**src/rtl/pick_motion_ctrl.sv**
```systemverilog
// pick_motion_ctrl: turns held HID keycodes into frame-rate lock pick motion and settle status.
// Ports: Clk/Reset (async, active-high); frame_tick gates all motion; keycode W/S/D/A = up/down/insert/retract;
// level_active/level_done come from the level logic; pickY/pickLRx are the pick position; openner is 0
// only when the pick is inserted and motionless long enough (or locked); pick_state is the FSM state.
// Optional: define PICK_ACCEL_EN to double the Y step after 16 consecutive ticks of the same W/S key.
module pick_motion_ctrl #(
  parameter int Y_MIN        = 32,
  parameter int Y_MAX        = 479,
  parameter int X_HOME       = 620,
  parameter int X_INSERT     = 480,
  parameter int Y_STEP       = 2,
  parameter int X_STEP       = 4,
  parameter int SETTLE_TICKS = 4
) (
  input  logic       Clk,
  input  logic       Reset,
  input  logic       frame_tick,
  input  logic [7:0] keycode,
  input  logic       level_active,
  input  logic       level_done,
  output logic [9:0] pickY,
  output logic [9:0] pickLRx,
  output logic       openner,
  output logic [2:0] pick_state
);
  typedef enum logic [2:0] {
    HOME       = 3'd0,
    INSERTING  = 3'd1,
    INSERTED   = 3'd2,
    RETRACTING = 3'd3,
    LOCKED     = 3'd4
  } state_t;
  localparam int CW = $clog2(SETTLE_TICKS + 1);
  localparam logic [10:0] YMIN  = 11'(Y_MIN);
  localparam logic [10:0] YMAX  = 11'(Y_MAX);
  localparam logic [10:0] XHOME = 11'(X_HOME);
  localparam logic [10:0] XINS  = 11'(X_INSERT);
  localparam logic [10:0] XSTEP = 11'(X_STEP);
  localparam logic [10:0] YSTEP = 11'(Y_STEP);
  localparam logic [CW-1:0] SETTLE = CW'(SETTLE_TICKS);
  state_t st_q, st_d, ins_st, ret_st;
  logic [9:0] y_q, y_d, x_q, x_d, y_mv, x_in, x_out;
  logic [CW-1:0] cnt_q, cnt_d;
  logic open_q, open_d;
  logic key_w, key_s, key_d, key_a;
  logic [10:0] ystep, ye, xe;
  assign key_w = keycode == 8'h1A;
  assign key_s = keycode == 8'h16;
  assign key_d = keycode == 8'h07;
  assign key_a = keycode == 8'h04;
`ifdef PICK_ACCEL_EN
  localparam logic [10:0] YSTEP2 = 11'(2 * Y_STEP);
  logic [4:0] hold_q, hold_d;
  logic last_s_q, last_s_d;
  assign ystep = (hold_q >= 5'd16) ? YSTEP2 : YSTEP;
  // hold_q counts consecutive ticks of the same vertical key; last_s_q remembers which one
  always_comb begin
    hold_d = hold_q;
    last_s_d = last_s_q;
    if (frame_tick) begin
      hold_d = !(key_w || key_s) ? 5'd0 :
               (hold_q != 5'd0 && last_s_q == key_s) ? ((hold_q == 5'd16) ? hold_q : hold_q + 5'd1) : 5'd1;
      last_s_d = (key_w || key_s) ? key_s : last_s_q;
    end
  end
`else
  assign ystep = YSTEP;
`endif
  // Y and X arithmetic in 11 bits so neither end can wrap before clamping
  assign ye = {1'b0, y_q};
  assign xe = {1'b0, x_q};
  assign y_mv = key_w ? ((ye < YMIN + ystep) ? 10'(YMIN) : 10'(ye - ystep)) :
                key_s ? ((ye + ystep > YMAX) ? 10'(YMAX) : 10'(ye + ystep)) : y_q;
  assign x_in  = (xe <= XINS + XSTEP) ? 10'(XINS) : 10'(xe - XSTEP);
  assign x_out = (xe + XSTEP >= XHOME) ? 10'(XHOME) : 10'(xe + XSTEP);
  assign ins_st = (x_in == 10'(XINS)) ? INSERTED : INSERTING;
  assign ret_st = (x_out == 10'(XHOME)) ? HOME : RETRACTING;
  // Direction changes take their first X step on the same tick that changes state
  always_comb begin
    st_d = st_q;
    y_d = y_q;
    x_d = x_q;
    cnt_d = cnt_q;
    if (st_q != HOME && !level_active) begin
      st_d = HOME;
      x_d = 10'(XHOME);
      cnt_d = '0;
    end else if (st_q == INSERTED && !open_q && level_done) begin
      st_d = LOCKED;
    end else if (frame_tick) begin
      case (st_q)
        HOME: begin
          st_d = (key_d && level_active) ? ins_st : HOME;
          x_d = (key_d && level_active) ? x_in : x_q;
          y_d = (key_d && level_active) ? y_q : y_mv;
        end
        INSERTING: begin
          st_d = key_a ? ret_st : ins_st;
          x_d = key_a ? x_out : x_in;
        end
        INSERTED: begin
          st_d = key_a ? ret_st : INSERTED;
          x_d = key_a ? x_out : x_q;
          y_d = key_a ? y_q : y_mv;
          cnt_d = (key_a || y_mv != y_q) ? '0 : (cnt_q == SETTLE) ? cnt_q : cnt_q + CW'(1);
        end
        RETRACTING: begin
          st_d = key_d ? ins_st : ret_st;
          x_d = key_d ? x_in : x_out;
        end
        default: ;
      endcase
    end
    open_d = !((st_d == INSERTED && cnt_d == SETTLE) || st_d == LOCKED);
  end
  always_ff @(posedge Clk or posedge Reset) begin
    if (Reset) begin
      st_q <= HOME;
      y_q <= 10'(YMIN);
      x_q <= 10'(XHOME);
      cnt_q <= '0;
      open_q <= 1'b1;
`ifdef PICK_ACCEL_EN
      hold_q <= 5'd0;
      last_s_q <= 1'b0;
`endif
    end else begin
      st_q <= st_d;
      y_q <= y_d;
      x_q <= x_d;
      cnt_q <= cnt_d;
      open_q <= open_d;
`ifdef PICK_ACCEL_EN
      hold_q <= hold_d;
      last_s_q <= last_s_d;
`endif
    end
  end
  assign pickY = y_q;
  assign pickLRx = x_q;
  assign openner = open_q;
  assign pick_state = st_q;
endmodule

```
**config.mk**
```make
export PLATFORM = sky130hd
export DESIGN_NAME = pick_motion_ctrl
export DESIGN_NICKNAME = d
export VERILOG_FILES = /design/src/rtl/pick_motion_ctrl.sv
export SDC_FILE = /design/constraint.sdc
export NUM_CORES = 1
export LEC_CHECK = 0
export CAP_MARGIN = 20
export CORE_AREA = 2 2 77 86
export CTS_BUF_LIST = sky130_fd_sc_hd__clkbuf_8
export DETAILED_ROUTE_END_ITERATION = 8
export DIE_AREA = 0 0 79 88
export HOLD_SLACK_MARGIN = 0.06
export MAX_ROUTING_LAYER = met4
export PLACE_DENSITY = 0.84
export SYNTH_ARGS = -nofsm -noshare
export SYNTH_HDL_FRONTEND = slang
export SYNTH_SLANG_ARGS = --single-unit
```
**constraint.sdc**
```tcl
create_clock -name Clk -period 3.1 [get_ports Clk]
set_clock_uncertainty 0.15 [all_clocks]
set_input_delay 0.31 -clock Clk [delete_from_list [all_inputs] [get_ports Clk]]
set_output_delay 0.31 -clock Clk [all_outputs]
set_load 0.05 [all_outputs]
```
==> out/metrics.yaml, run 1 <==
synthesis:
  synth_nets: 459
  yosysSeqAreaShare_pct: 21.9
  yosysWarnings: 0
  synthArstFlopShare_pct: 100
  synth-seq-cells: 27
  synthCells: 437
  synth_edf_count: 0
  syn_area_um2: 3130
  synthDistinctLibCells: 72
  synth_area_per_cell_um2: 7.16
  synthFlopType: "dfrtp_1"
floorplan:
  die-width_um: 79
  io_pins: 37
  die_h_um: 88
  coreArea_um2: 6080
  initial_core_util_pct: 51.4
  core.rowCount: 30
  die-area_um2: 6950
global_routing:
  gr-usage-all-layers_pct: 32.1
  antenna_found_initial: 0
  grt_pass1_wl_um: 17500
  grt_pass1_vias: 3733
  overflow: 0
  grt_max_degree: 20
job:
  maxCapViolCount: 0
route:
  drt-pass1-iter-count: 5
  antenna_left: 0
  drt-met1-wl_um: 4290
  wire_per_inst_um: 18.4
  routed_via_density: 6.59
  top_layer: "met4"
  drcViolationCount: 0
  wl_met2_um: 5470
  drtIter0Drc: 334
  wl_met3_um: 752
  routed_wl_um: 10900
  via_count: 3884
clock_network:
  clkTransAtPathRegs_ns: 0.10
  cts.sinks: 27
  root_buffer: "clkbuf_8"
  cts_buffers: 3
  htree_levels: 1
  clock_latency_ns: 0.29
  cts_tree: "done"
  clockBufferDepth: 2
worst_setup_path:
  cp.required_ns: 3.13
  crit_path_max_fanout: 10
  endpoint_kind: "flip-flop"
  worstSetupStartpointType: "flip-flop"
  timing.rr.end: "pickLRx[4]"
  crit_type: "reg -> reg"
  r2r_setup_slack_ns: 0.13
  r2r-start: "pickLRx[3]"
  crit_arrival_ns: 3.00
  r2r_cells: 10
timing:
  hold_viol: 0
  setup_violations: 0
  max_slew_margin_pct: 41.5
  fmax_mhz: 337
  slew_viol_final: 0
  finalCritPeriodShare_pct: 95.8
  grt_setup_unrepaired: "no"
  worst_slew_pin_slew_ns: 0.874
  min_period_ns: 2.97
  whs_ns: 0.154
  worst_slack_ns: 0.129
status:
  status: "completed"
finish:
  diodes: 0
  nets: 532
  final_cell_mix: "buf_4, nor2_1, clkdlybuf4s50_1"
  final_cells: 589
  areaGrowthSynthToFinish_pct: 28.9
  drive_gt1_share_pct: 18.5
  final_common_cell: "buf_4"
place:
  dp_slack_ns: -0.0641
  dp_hpwl_um: 8350
  gp_congestion: 1.04
  dp.cells: 583
  port_buffers: 36
pwr:
  ir_drop_mv: 0.492
  p_leak_nw: 1.61
  power_density_nw_per_um2: 816
min_path:
  min_path_type: "in -> async"
## what timing repair did
action / CTS / global route
pin swaps: 0 / 1
buffers inserted: 0 / 2
endpoints found under the hold margin: 0 / 0
gates resized for setup: 1 / 8
endpoints found under the setup margin: 1 / 8
hold buffers: 0 / 0
## kinds of logic (layout without fill, tap and decap cells)
logic type / count (synthesis) / in the layout / share of synthesized area, %
AO/OA/AOI/OAI: 160 / 160 / 34.8
XOR/XNOR: 8 / 8 / 2.24
adder cells (fa/ha/maj): 9 / 9 / 3.60
buffers and inverters: 49 / 121 / 6.12
flip-flops: 27 / 27 / 21.9
multiplexers: 5 / 5 / 1.60
AND/OR/NAND/NOR: 179 / 179 / 29.7
## synthesized netlist by cell type (9+ instances only)
master	number	area, um^2
a21oi_1	31	155
clkbuf_1	29	109
dfrtp_1	20	500
ha_1	9	113
inv_1	16	60.1
nand2_1	35	131
nand2b_1	9	56.3
nand3_1	17	85.1
nor2_1	41	154
nor3_1	17	85.1
o21ai_0	35	175
o31ai_1	9	67.6
## power by group
group          internal [W]  total (W)  switching [W]
Sequential         0.000479   0.000707       0.000228
Combinational      0.000988    0.00236        0.00137
Clock             0.0000917   0.000222       0.000130
## final cells by class
type                       count  area (um^2)
multi-input combinational    361         2290
fill                         542         2050
timing repair buffer         100          841
sequential                    27          686
tap                           80          100
inverter                      17         63.8
clock buffer                   3         41.3
clock inverter                 1         7.51
## worst max path at each step
stage | start | to | slack (ns) | cells past startpoint
2_1_floorplan | pickLRx[2] | pickLRx[8] | -0.008 | 11
3_3_place_gp | keycode[5] | pickLRx[8] | -0.02 | 9
3_5_place_dp | keycode[5] | pickLRx[8] | -0.06 | 9
4_1_cts | pickY[2] | cnt_q[2] | 0.06 | 9
5_1_grt | pickLRx[3] | pickLRx[4] | 0.005 | 10
6_report | pickLRx[3] | pickLRx[4] | 0.13 | 10
## worst max-delay path: stages, from the launching register on
cell and delay (ns):
dfstp_2 0.66, inv_1 0.12, ha_1 0.33, a221oi_2 0.09, nor3b_1 0.26, a21bo_2 0.26
or2_1 0.21, buf_4 0.16, inv_1 0.06, a221o_1 0.31, a32o_1 0.27
## stage by stage
stage	total power, W	TNS, ns	utilization [%]	instance area, um^2
2_1_floorplan	0.00211	-0.00759	-	3130
3_3_place_gp	0.00287	-0.0787	64.6	3930
3_5_place_dp	0.00292	-0.196	64.6	3930
4_1_cts	0.00315	0	65.4	3980
5_1_grt	0.00348	0	66.3	4030
6_report	0.00329	0	66.3	4030
## state kept, by name, indices dropped and copies added, names as in the netlist
register / cells
cnt_q: 3
openner: 1
pickLRx: 10
pickY: 10
pick_state: 3
## metal layers
| layer | vias up | track usage (%) |
|---|---|---|
| li1 | 1796 | - |
| met1 | 1820 | 37.8 |
| met2 | 226 | 55.7 |
| met3 | 42 | 3.30 |
| met4 | 0 | 13.8 |
| met5 | - | - |
Note: power is estimated with default switching activity, not from simulation.
==> inputs of run 2 (changes only) <==
--- a/config.mk
+++ b/config.mk
@@ -12,7 +12,8 @@
 export DIE_AREA = 0 0 79 88
 export HOLD_SLACK_MARGIN = 0.06
 export MAX_ROUTING_LAYER = met4
-export PLACE_DENSITY = 0.84
+export PLACE_DENSITY = 0.77
+export REMOVE_ABC_BUFFERS = 1
 export SYNTH_ARGS = -nofsm -noshare
 export SYNTH_HDL_FRONTEND = slang
 export SYNTH_SLANG_ARGS = --single-unit
==> run 2 against run 1 <==
  * First-iteration DRC count grew 27%
  * Flip-flop and latch count is the same
  * Non-clock buffer count grew 4
  * Register-to-register slack gained 0.03 ns
  * Count of clock-buffer cells in the layout is the same
  * Die area is the same
  * Largest power group unchanged
  * Combinational power shrank 2%
  * Wire length shrank 3.8%
  * Highest routed layer unchanged
==> out/metrics.yaml, run 2 (synthesized netlist as in run 1, its figures left out) <==
pwr:
  ir_drop_mv: 0.448
  power_density_nw_per_um2: 792
  p_total_w: 0.00321
  p_leak_nw: 1.63
clock_network:
  cts_buffers: 3
  htree_levels: 1
  cts.sinks: 27
  clkTransAtPathRegs_ns: 0.11
  root_buffer: "clkbuf_8"
  clock_latency_ns: 0.28
  clockBufferDepth: 2
  cts_tree: "done"
status:
  status: "completed"
global_routing:
  grt_pass1_wl_um: 17000
  grt_pass1_vias: 3443
  gr-usage-all-layers_pct: 31.3
  grt_max_degree: 26
  antenna_found_initial: 0
  overflow: 0
finish:
  stdcell_area_um2: 4060
  final_cell_mix: "buf_4, nor2_1, clkdlybuf4s50_1"
  final_common_cell: "buf_4"
  finish.utilization_pct: 66.7
  areaGrowthSynthToFinish_pct: 29.7
  drive_gt1_share_pct: 18.5
  diodes: 0
  fillCellCount: 539
  nets: 536
place:
  port_buffers: 36
  gp_congestion: 0.975
  placed_area_um2: 3960
  dp_hpwl_um: 8050
timing:
  grt_setup_unrepaired: "no"
  min_period_ns: 2.94
  finalCritPeriodShare_pct: 94.8
  fmax_mhz: 340
  worst_slew_pin_slew_ns: 0.504
  max_slew_margin_pct: 66.3
  hold_viol: 0
  setup_violations: 0
  finalSetupTns_ns: 0
  slew_viol_final: 0
floorplan:
  initial_core_util_pct: 51.4
  io_pins: 37
  coreArea_um2: 6080
  die-area_um2: 6950
  die_h_um: 88
  core.rowCount: 30
  die-width_um: 79
route:
  drtIter0Drc: 425
  routed_via_density: 6.57
  antenna_left: 0
  via_count: 3895
  drcViolationCount: 0
  drt-pass1-iter-count: 5
  routed_wl_um: 10400
  wire_per_inst_um: 17.6
worst_setup_path:
  endpoint_kind: "flip-flop"
  crit_path_max_fanout: 7
  path_cells: "inv_1, ha_1, or3b_2, nor3_1, buf_4, nand4_1, nand4_1, nor4_1, o2111ai_1, o32ai_1, a2bb2oi_1"
  critPathTopFamily: "simple AND/OR/NAND/NOR gates"
  slowest_stage: "dfrtp_2"
  cpPeakStageDelay_ns: 0.48
  cp.required_ns: 3.15
  crit_arrival_ns: 2.99
  crit_type: "reg -> reg"
  worstSetupStartpointType: "flip-flop"
  path_buf_inv: 2
  cpMostUsedCell: "nand4_1"
job:
  maxCapViolCount: 0
min_path:
  min_path_type: "in -> async"
[run 2: what timing repair did]
item / 4_1_cts / 5_1_grt
gates resized for setup: 0 / 5
setup endpoints to repair: 0 / 6
hold buffers: 0 / 0
buffers inserted: 0 / 1
[run 2: layer usage]
layer  part of all wire, %  vias up  GRT usage (%)
met5                     0        -              -
li1                      -     1795              -
met1                    42     1843           41.9
met3                   9.9       30           5.15
met2                    45      227           48.9
met4                   2.3        0           9.25
[run 2: final timing paths]
| check | startpoint | slack [ns] | depth (start not counted) | endpoint |
|---|---|---|---|---|
| max in group asynchronous | Reset | 1.96 | 4 | pickY[5] |
| hold / removal | Reset | 0.18 | 2 | cnt_q[2] |
| min in group Clk | pickLRx[1] | 0.42 | 1 | pickLRx[1] |
| hold reg to reg | pickLRx[1] | 0.42 | 1 | pickLRx[1] |
| setup reg to reg | pickY[1] | 0.16 | 11 | openner |
| setup / recovery | pickY[1] | 0.16 | 11 | openner |
[run 2: report_power, final]
part / leakage, nW / internal (W) / switching [W]
Combinational: 1.29 / 0.000959 / 0.00136
Sequential: 0.323 / 0.000479 / 0.000193
Clock: 0.0217 / 0.0000916 / 0.000130
[run 2: layout make-up]
type	count	area, um^2	share of cell area (%)
well taps	80	100	2.47
inverters	17	63.8	1.57
flip-flops and latches	27	686	16.9
clock buffers	3	41.3	1.02
clock inverters	1	7.51	0.185
multi-input cells	361	2270	55.9
repair buffers	104	891	22.0
[run 2: through the flow]
step	instances	worst slack (ns)	hold WS, ns
after floorplan	405	-0.0538	0.208
after global placement	587	-0.0210	0.387
after detailed placement	587	-0.0788	0.390
after CTS	591	0.123	0.421
after global routing	593	0.0278	0.229
final	593	0.162	0.181
==> inputs of run 3 (changes only) <==
--- a/config.mk
+++ b/config.mk
@@ -5,7 +5,6 @@
 export SDC_FILE = /design/constraint.sdc
 export NUM_CORES = 1
 export LEC_CHECK = 0
-export CAP_MARGIN = 20
 export CORE_AREA = 2 2 77 86
 export CTS_BUF_LIST = sky130_fd_sc_hd__clkbuf_8
 export DETAILED_ROUTE_END_ITERATION = 8
==> run 3 against run 2 <==
  * Combinational power about the same
  * Register-to-register slack about the same
  * Count of clock-buffer cells in the layout unchanged
  * First-iteration DRC count down 19%
  * Die area unchanged
  * Non-clock buffer count down 1
  * Total power down 0.33%
  * Cell count down 0.17%
  * Maximum frequency down 0.26%
  * Core utilization down 0.45 points
  * Clock power about the same
  * Critical path depth down 2
  * Largest power group unchanged
  * Highest routed layer unchanged
==> out/metrics.yaml, run 3 (synthesized netlist as in run 1, its figures left out) <==
global_routing:
  gr-usage-all-layers_pct: 31.3
  grt_max_degree: 26
  grt_pass1_vias: 3443
  antenna_found_initial: 0
  overflow: 0
  grt_pass1_wl_um: 17000
clock_network:
  clockBufferDepth: 2
  cts.sinks: 27
  cts_tree: "done"
  cts_buffers: 3
  root_buffer: "clkbuf_8"
  clock_latency_ns: 0.28
  clkTransAtPathRegs_ns: 0.11
  htree_levels: 1
  cts_hold_buf: 0
route:
  antenna_left: 0
  drt-pass1-iter-count: 5
  via_count: 3850
  drcViolationCount: 0
  routed_wl_um: 10400
  drtIter0Drc: 345
  wire_per_inst_um: 17.6
  routed_via_density: 6.50
finish:
  final_cells: 592
  nets: 535
  diodes: 0
  final_cell_mix: "buf_4, nor2_1, clkdlybuf4s50_1"
  finish.utilization_pct: 66.3
  areaGrowthSynthToFinish_pct: 28.8
  final_common_cell: "buf_4"
  drive_gt1_share_pct: 18.4
floorplan:
  coreArea_um2: 6080
  io_pins: 37
  core.rowCount: 30
  die_h_um: 88
  die-width_um: 79
  die-area_um2: 6950
  initial_core_util_pct: 51.4
worst_setup_path:
  cp.required_ns: 3.15
  crit_path_max_fanout: 11
  crit_type: "reg -> reg"
  r2r_setup_slack_ns: 0.15
  crit_arrival_ns: 3.00
  worstSetupStartpointType: "flip-flop"
  endpoint_kind: "flip-flop"
timing:
  whs_ns: 0.401
  grt_setup_unrepaired: "no"
  slew_viol_final: 0
  worst_slew_pin_slew_ns: 0.995
  hold_viol: 0
  max_slew_margin_pct: 33.6
  finalSetupTns_ns: 0
  setup_violations: 0
  finalCritPeriodShare_pct: 95.0
  fmax_mhz: 339
  min_period_ns: 2.95
pwr:
  ir_drop_mv: 0.448
  power_density_nw_per_um2: 795
  p_leak_nw: 1.62
place:
  gp_congestion: 0.975
  dp.cells: 587
  dp_hpwl_um: 8050
  port_buffers: 36
job:
  maxCapViolCount: 0
status:
  status: "completed"
min_path:
  min_path_type: "in -> async"
==> run 3: cell types whose count changed in the layout (fill, tap and decap cells not counted) <==
| cell | previous run | this run |
|---|---|---|
| buf_16 | 1 | 0 |
==> run 3: path summary, 6_finish.rpt <==
check / endpoint / depth (start not counted) / from
max in group asynchronous: pickY[5] / 3 / Reset
min: pick_state[1] / 2 / Reset
max reg2reg: openner / 9 / pickY[3]
max: openner / 9 / pickY[3]
min reg2reg: pickLRx[1] / 1 / pickLRx[1]
min in group Clk: pickLRx[1] / 1 / pickLRx[1]
==> run 3: through the flow <==
| stage | total power, W | cell area, um^2 | worst slack [ns] |
|---|---|---|---|
| final | 0.00320 | 4030 | 0.154 |
| after floorplan | 0.00204 | 3000 | -0.0538 |
| after global routing | 0.00342 | 4030 | 0.0278 |
| after global placement | 0.00287 | 3960 | -0.0210 |
| after CTS | 0.00314 | 4010 | 0.123 |
| after detailed placement | 0.00291 | 3960 | -0.0788 |
==> run 3: routing by layer <==
layer / track usage [%] / part of all wire, % / up-vias
met4: 9.25 / 1.7 / 0
met3: 5.15 / 9.1 / 18
met1: 41.9 / 44 / 1834
met2: 48.9 / 46 / 205
met5: - / 0 / -
li1: - / - / 1793
==> run 3: power by group <==
part	switching, W	internal (W)	total (W)
Sequential	0.000194	0.000479	0.000672
Clock	0.000127	0.0000915	0.000218
Combinational	0.00136	0.000956	0.00231
Total	0.00168	0.00153	0.00320
==> run 3: layout make-up <==
type	count	area, um^2
multi-input combinational	361	2270
clock buffer	3	41.3
inverter	17	63.8
tap	80	100
fill	543	2050
sequential	27	686
timing repair buffer	103	863
clock inverter	1	7.51
==> run 3: worst max-delay path: stages, from the launching register on <==
cell	delay, ns
dfrtp_1	0.54
buf_4	0.23
o31ai_1	0.33
a211oi_1	0.12
o21ai_0	0.19
nand4_1	0.12
nor4_1	0.41
o2111ai_1	0.25
o32ai_1	0.38
a2bb2oi_1	0.13
==> run 3: timing repair <==
action                                  4_1_cts  5_1_grt
resized for setup                             0        5
endpoints found under the hold margin         0        0
buffers inserted                              0        1
endpoints found under the setup margin        0        6
